$ cat src/rtl/csa_accumulator.sv
`default_nettype none
// ============================================================================
// Module      : csa_accumulator
// Description : Streaming multi-operand accumulator. Beats are compressed into
//               a redundant sum/carry pair; the last beat of a group triggers
//               a chunked carry-propagate resolve and a handshaked result.
//               Optional macro CSA_ACC_OVERFLOW_EN adds the out_overflow port.
// Revision    : 1.0 - initial release
// ============================================================================
module csa_accumulator #(
    parameter int BIT_LEN   = 19,
    parameter int ACC_EXT   = 6,
    parameter int CHUNK_LEN = 5
) (
    input  logic                       clk,
    input  logic                       rst,
    input  logic                       in_valid,
    output logic                       in_ready,
    input  logic [BIT_LEN-1:0]         in_data,
    input  logic                       in_last,
    output logic                       out_valid,
    input  logic                       out_ready,
    output logic [BIT_LEN+ACC_EXT-1:0] out_data
`ifdef CSA_ACC_OVERFLOW_EN
    ,
    output logic                       out_overflow
`endif
);

    localparam int ACC_LEN = BIT_LEN + ACC_EXT;
    localparam int NCHUNK  = ACC_LEN / CHUNK_LEN;
    localparam int KW      = (NCHUNK > 1) ? $clog2(NCHUNK) : 1;
    localparam logic [KW-1:0] C_LAST_K = KW'(NCHUNK - 1);

    generate
        if ((BIT_LEN + ACC_EXT) % CHUNK_LEN != 0) begin : g_chunk_check
            $error("csa_accumulator: ACC_LEN must be a multiple of CHUNK_LEN");
        end
    endgenerate

    typedef enum logic [1:0] {
        S_IDLE    = 2'd0,
        S_ACCUM   = 2'd1,
        S_RESOLVE = 2'd2,
        S_OUTPUT  = 2'd3
    } state_t;

    state_t               r_state;
    logic [ACC_LEN-1:0]   r_s;
    logic [ACC_LEN-1:0]   r_c;
    logic [KW-1:0]        r_k;
    logic                 r_cr;
    logic                 r_in_ready;
    logic                 r_out_valid;
    logic [ACC_LEN-1:0]   r_out_data;

    logic [ACC_LEN-1:0]   w_x;
    logic [ACC_LEN-2:0]   w_maj_lo;
    logic [CHUNK_LEN:0]   w_chunk_sum;
    logic [ACC_LEN-1:0]   w_s_res;
    logic                 w_accept;
    logic                 w_last_chunk;

    assign w_x          = {{ACC_EXT{1'b0}}, in_data};
    assign w_accept     = in_valid & r_in_ready;
    assign w_last_chunk = (r_k == C_LAST_K);

    // Only the majority bits that survive the left shift are kept here.
    assign w_maj_lo = (r_s[ACC_LEN-2:0] & r_c[ACC_LEN-2:0])
                    | (r_s[ACC_LEN-2:0] & w_x[ACC_LEN-2:0])
                    | (r_c[ACC_LEN-2:0] & w_x[ACC_LEN-2:0]);

    always_comb begin
        w_chunk_sum = {1'b0, r_s[r_k*CHUNK_LEN +: CHUNK_LEN]}
                    + {1'b0, r_c[r_k*CHUNK_LEN +: CHUNK_LEN]}
                    + {{CHUNK_LEN{1'b0}}, r_cr};
        w_s_res = r_s;
        w_s_res[r_k*CHUNK_LEN +: CHUNK_LEN] = w_chunk_sum[CHUNK_LEN-1:0];
    end

`ifdef CSA_ACC_OVERFLOW_EN
    logic r_ovf;
    logic r_out_overflow;
    logic w_maj_top;

    assign w_maj_top = (r_s[ACC_LEN-1] & r_c[ACC_LEN-1])
                     | (r_s[ACC_LEN-1] & w_x[ACC_LEN-1])
                     | (r_c[ACC_LEN-1] & w_x[ACC_LEN-1]);
    assign out_overflow = r_out_overflow;
`endif

    always_ff @(posedge clk) begin
        if (rst) begin
            r_state     <= S_IDLE;
            r_s         <= '0;
            r_c         <= '0;
            r_k         <= '0;
            r_cr        <= 1'b0;
            r_in_ready  <= 1'b0;
            r_out_valid <= 1'b0;
            r_out_data  <= '0;
`ifdef CSA_ACC_OVERFLOW_EN
            r_ovf          <= 1'b0;
            r_out_overflow <= 1'b0;
`endif
        end else begin
            case (r_state)
                S_IDLE, S_ACCUM: begin
                    r_in_ready <= 1'b1;
                    if (w_accept) begin
                        r_s <= r_s ^ r_c ^ w_x;
                        r_c <= {w_maj_lo, 1'b0};
`ifdef CSA_ACC_OVERFLOW_EN
                        r_ovf <= r_ovf | w_maj_top;
`endif
                        if (in_last) begin
                            r_state    <= S_RESOLVE;
                            r_in_ready <= 1'b0;
                        end else begin
                            r_state    <= S_ACCUM;
                        end
                    end else if (r_state == S_IDLE) begin
                        r_s <= '0;
                        r_c <= '0;
                    end
                end

                S_RESOLVE: begin
                    r_s  <= w_s_res;
                    r_cr <= w_chunk_sum[CHUNK_LEN];
                    r_k  <= r_k + 1'b1;
                    if (w_last_chunk) begin
                        // Final chunk: the carry-out leaves the accumulator width.
                        r_c         <= '0;
                        r_cr        <= 1'b0;
                        r_k         <= '0;
                        r_state     <= S_OUTPUT;
                        r_out_valid <= 1'b1;
                        r_out_data  <= w_s_res;
`ifdef CSA_ACC_OVERFLOW_EN
                        r_ovf          <= r_ovf | w_chunk_sum[CHUNK_LEN];
                        r_out_overflow <= r_ovf | w_chunk_sum[CHUNK_LEN];
`endif
                    end
                end

                S_OUTPUT: begin
                    if (out_ready) begin
                        r_s         <= '0;
                        r_c         <= '0;
                        r_state     <= S_IDLE;
                        r_out_valid <= 1'b0;
                        r_out_data  <= '0;
                        r_in_ready  <= 1'b1;
`ifdef CSA_ACC_OVERFLOW_EN
                        r_ovf          <= 1'b0;
                        r_out_overflow <= 1'b0;
`endif
                    end
                end

                default: begin
                    r_state <= S_IDLE;
                end
            endcase
        end
    end

    assign in_ready  = r_in_ready;
    assign out_valid = r_out_valid;
    assign out_data  = r_out_data;

endmodule
`default_nettype wire

$ cat config.mk
export PLATFORM = sky130hd
export DESIGN_NAME = csa_accumulator
export DESIGN_NICKNAME = d
export VERILOG_FILES = /design/src/rtl/csa_accumulator.sv
export SDC_FILE = /design/constraint.sdc
export NUM_CORES = 1
export LEC_CHECK = 0
export ABC_AREA = 1
export BUFFER_PORTS_ARGS = -buffer_cell sky130_fd_sc_hd__buf_2
export CAP_MARGIN = 20
export CORE_UTILIZATION = 57
export CTS_CLUSTER_SIZE = 25
export DETAILED_ROUTE_END_ITERATION = 8
export PLACE_DENSITY = 0.82
export SETUP_SLACK_MARGIN = 0.02
export SYNTH_ARGS = -nofsm -noshare
export SYNTH_HDL_FRONTEND = slang
export SYNTH_SLANG_ARGS = --single-unit
$ cat constraint.sdc
create_clock -name clk -period 8.2 [get_ports clk]
set_clock_uncertainty 0.05 [all_clocks]
set_input_delay 1.23 -clock clk [delete_from_list [all_inputs] [get_ports clk]]
set_output_delay 1.23 -clock clk [all_outputs]
set_load 0.01 [all_outputs]
==> impl_metrics.json <==
{
  "outcome": "complete, no violations",
  "yosysWarningCount": 0,
  "syn_to_final_growth_pct": 8.059,
  "hold_buffers": 0,
  "drt-total-wl_um": 13840,
  "path_clk_slew_ns": 0.09,
  "ant_nets": 0,
  "p_clk_share_pct": 36.0,
  "rsz0062_at_grt": "false",
  "drc": 0,
  "slew_headroom_pct": 36.24,
  "cts_made_buffers": 9,
  "synthCells": 639,
  "p_sw_w": 0.0002610,
  "crit_fanout": 28,
  "die_w_um": 94.34,
  "viasPerCell": 5.949,
  "cp_top_family": "flip-flops",
  "finalCriticalPeriod_ns": 3.678,
  "maxCapViolCount": 0,
  "yosys.area.top_type": "dfxtp_1",
  "path_cells": "inv_2 > nand2_1 > nor2_2 > inv_1 > o21ai_0 > fa_1 > inv_1 > fa_1 > inv_1 > nand2_1 > o22ai_1 > nand2_1 > a21oi_1",
  "peakVddDrop_uv": 96.68,
  "p_int_w": 0.0005869,
  "gp_congestion": 0.9500,
  "synth_fp_nets": 698,
  "fin_setup_tns_ns": 0,
  "grt_antenna_before_repair": 0,
  "ys_types": 34,
  "hold_viol": 0,
  "yosysTopAreaCellShare_pct": 33.78,
  "coreArea_um2": 8217,
  "wl_per_cell_um": 17.75,
  "ctsLongestPathBuffers": 2,
  "start_util_pct": 59.14,
  "drive_gt1_share_pct": 18.96,
  "cts_tree": "yes",
  "arrival_ns": 3.91,
  "final_nets": 729,
  "drv_slew": 0,
  "grt_start_max_net_pins": 62,
  "hp-class": "flop to flop",
  "hpwl_um": 9998,
  "cp-end-kind": "flop",
  "cts-root-buf": "clkbuf_8",
  "max_freq_ghz": 0.2719,
  "worstSetupPathType": "flop to flop",
  "grt_overflow": 0,
  "clk_latency_ns": 0.36,
  "rows": 33,
  "critPathMaxStageDelay_ns": 0.91,
  "power_frac_seq_pct": 49.9,
  "ys_seq_elements": 82,
  "grt_usage_pct": 32.88,
  "setup_viol": 0,
  "num_vias": 4640,
  "htreeDepth": 3,
  "synth_area_um2": 4860,
  "postCtsSetupBuffers": 0,
  "grt_pass1_wl_um": 21970,
  "finalCritPeriodShare_pct": 44.86,
  "die_area_um2": 8899,
  "comb_power_share_pct": 14.0,
  "tightest_slew_ns": 0.9528,
  "clock_sinks": 82,
  "drtPass1Iterations": 6,
  "cts_resized": 0,
  "numPortBuffers": 50,
  "yosysSeqAreaShare_pct": 33.78,
  "p_leak_nw": 2.184,
  "crit_path_start_kind": "flop",
  "crit_required_ns": 8.44,
  "die_h_um": 94.34,
  "first_global_vias": 4146,
  "crit_buf_inv": 4,
  "synthTopCellsByArea": "dfxtp_1 34%, nand2_1 12%, a21oi_1 8.8%",
  "holdWs_ns": 0.4141,
  "first_iter_violations": 487,
  "cpMaxStageDelayCell": "dfxtp_1",
  "syn_area_per_cell_um2": 7.605,
  "num_io_pins": 51,
  "swShare_pct": 30.78,
  "insertedDiodeCount": 0,
  "p_per_area_nw_per_um2": 161.5
}
## placed cells by master, fill, tap and decap left out, types with 6 or more instances in the layout
| master | n |
|---|---|
| a21oi_1 | 85 |
| a21oi_2 | 20 |
| buf_2 | 50 |
| clkbuf_8 | 9 |
| dfxtp_1 | 82 |
| fa_1 | 20 |
| ha_1 | 15 |
| inv_1 | 55 |
| inv_2 | 8 |
| nand2_1 | 160 |
| nand2_2 | 21 |
| nand3_1 | 33 |
| nor2_1 | 14 |
| o211ai_1 | 16 |
| o21ai_0 | 39 |
| o22ai_1 | 6 |
## kinds of logic after synthesis
| group | after synthesis | synth area share (%) |
|---|---|---|
| buffers and inverters | 95 | 9.140 |
| xor gates and xnor gates | 3 | 0.5408 |
| adders and majority gates | 35 | 12.10 |
| and+or+nand+nor | 242 | 22.19 |
| DFF | 82 | 33.78 |
| AOI/OAI and AO/OA | 182 | 22.25 |
## synthesized netlist by cell type, drive strengths merged
master and instances:
nand2 182, a21oi 105, dfxtp 82, inv 63, o21ai 45, nand3 35, fa 20, clkbuf 18
nor2 18, o211ai 16, ha 15, buf 14, o22ai 6, a31oi 5, o221ai 5, nand4 3
nor3 3, xor2 2, or2 1, xnor2 1
## tightest hold or removal path: cells and delay by family (launching register included)
| kind | cells | cell delay [ns] |
|---|---|---|
| AOI/OAI and AO/OA | 1 | 0.05 |
| and+or+nand+nor | 1 | 0.06 |
| DFF | 1 | 0.32 |
## final timing paths
| kind | from | to | slack, ns | cells after the start |
|---|---|---|---|---|
| hold / removal | out_data[20]$_SDFFE_PP0P_ | out_data[20]$_SDFFE_PP0P_ | 0.41 | 2 |
| hold reg to reg | out_data[20]$_SDFFE_PP0P_ | out_data[20]$_SDFFE_PP0P_ | 0.41 | 2 |
| setup reg to reg | r_k[0]$_SDFFE_PP0P_ | out_data[6]$_SDFFE_PP0P_ | 4.52 | 13 |
| setup / recovery | r_k[0]$_SDFFE_PP0P_ | out_data[6]$_SDFFE_PP0P_ | 4.52 | 13 |
## through the flow
step	total power [W]	setup WS, ns	std cells	util (%)	cell area (um^2)
2_1_floorplan	0.0005169	5.443	639	-	4860
3_3_place_gp	0.0005455	4.773	764	61.47	5051
3_5_place_dp	0.0005480	4.608	764	61.47	5051
4_1_cts	0.0008458	4.589	780	63.91	5251
5_1_grt	0.0008829	4.173	780	63.91	5251
6_report	0.0008479	4.522	780	63.91	5251
## sequential cells by signal, summed over array words and instances (netlist names)
| signal | flops |
|---|---|
| out_data | 25 |
| r_c | 24 |
| in_ready | 1 |
| r_cr | 1 |
| r_state | 2 |
| r_k | 3 |
| r_s | 25 |
| out_valid | 1 |
## power groups by stage
stage          combinational (W)  clock (W)  sequential (W)
2_1_floorplan          0.0000909          0        0.000426
3_3_place_gp            0.000114          0        0.000431
3_5_place_dp            0.000116          0        0.000432
4_1_cts                 0.000117   0.000306        0.000423
5_1_grt                 0.000132   0.000326        0.000425
6_report                0.000119   0.000306        0.000423
## area by class of cell
cell class | instances | area, um^2
well taps | 105 | 131.4
flip-flops and latches | 82 | 1642
repair buffers | 52 | 265.3
multi-input cells | 462 | 2776
inverters | 63 | 236.5
clock inverters | 7 | 76.32
clock buffers | 9 | 123.9
fillers | 742 | 2965
## metal layers
| metal | vias up | GRT usage (%) | part of all wire, % | routed length [um] |
|---|---|---|---|---|
| met1 | 2186 | 47.52 | 44 | 6082 |
| li1 | 2183 | - | - | - |
| met3 | 30 | 6.683 | 9.5 | 1322 |
| met5 | - | 0 | 0 | 0 |
| met2 | 241 | 49.94 | 45 | 6196 |
| met4 | 0 | 8.333 | 1.7 | 242 |
Note: power is estimated with default switching activity, not from simulation.
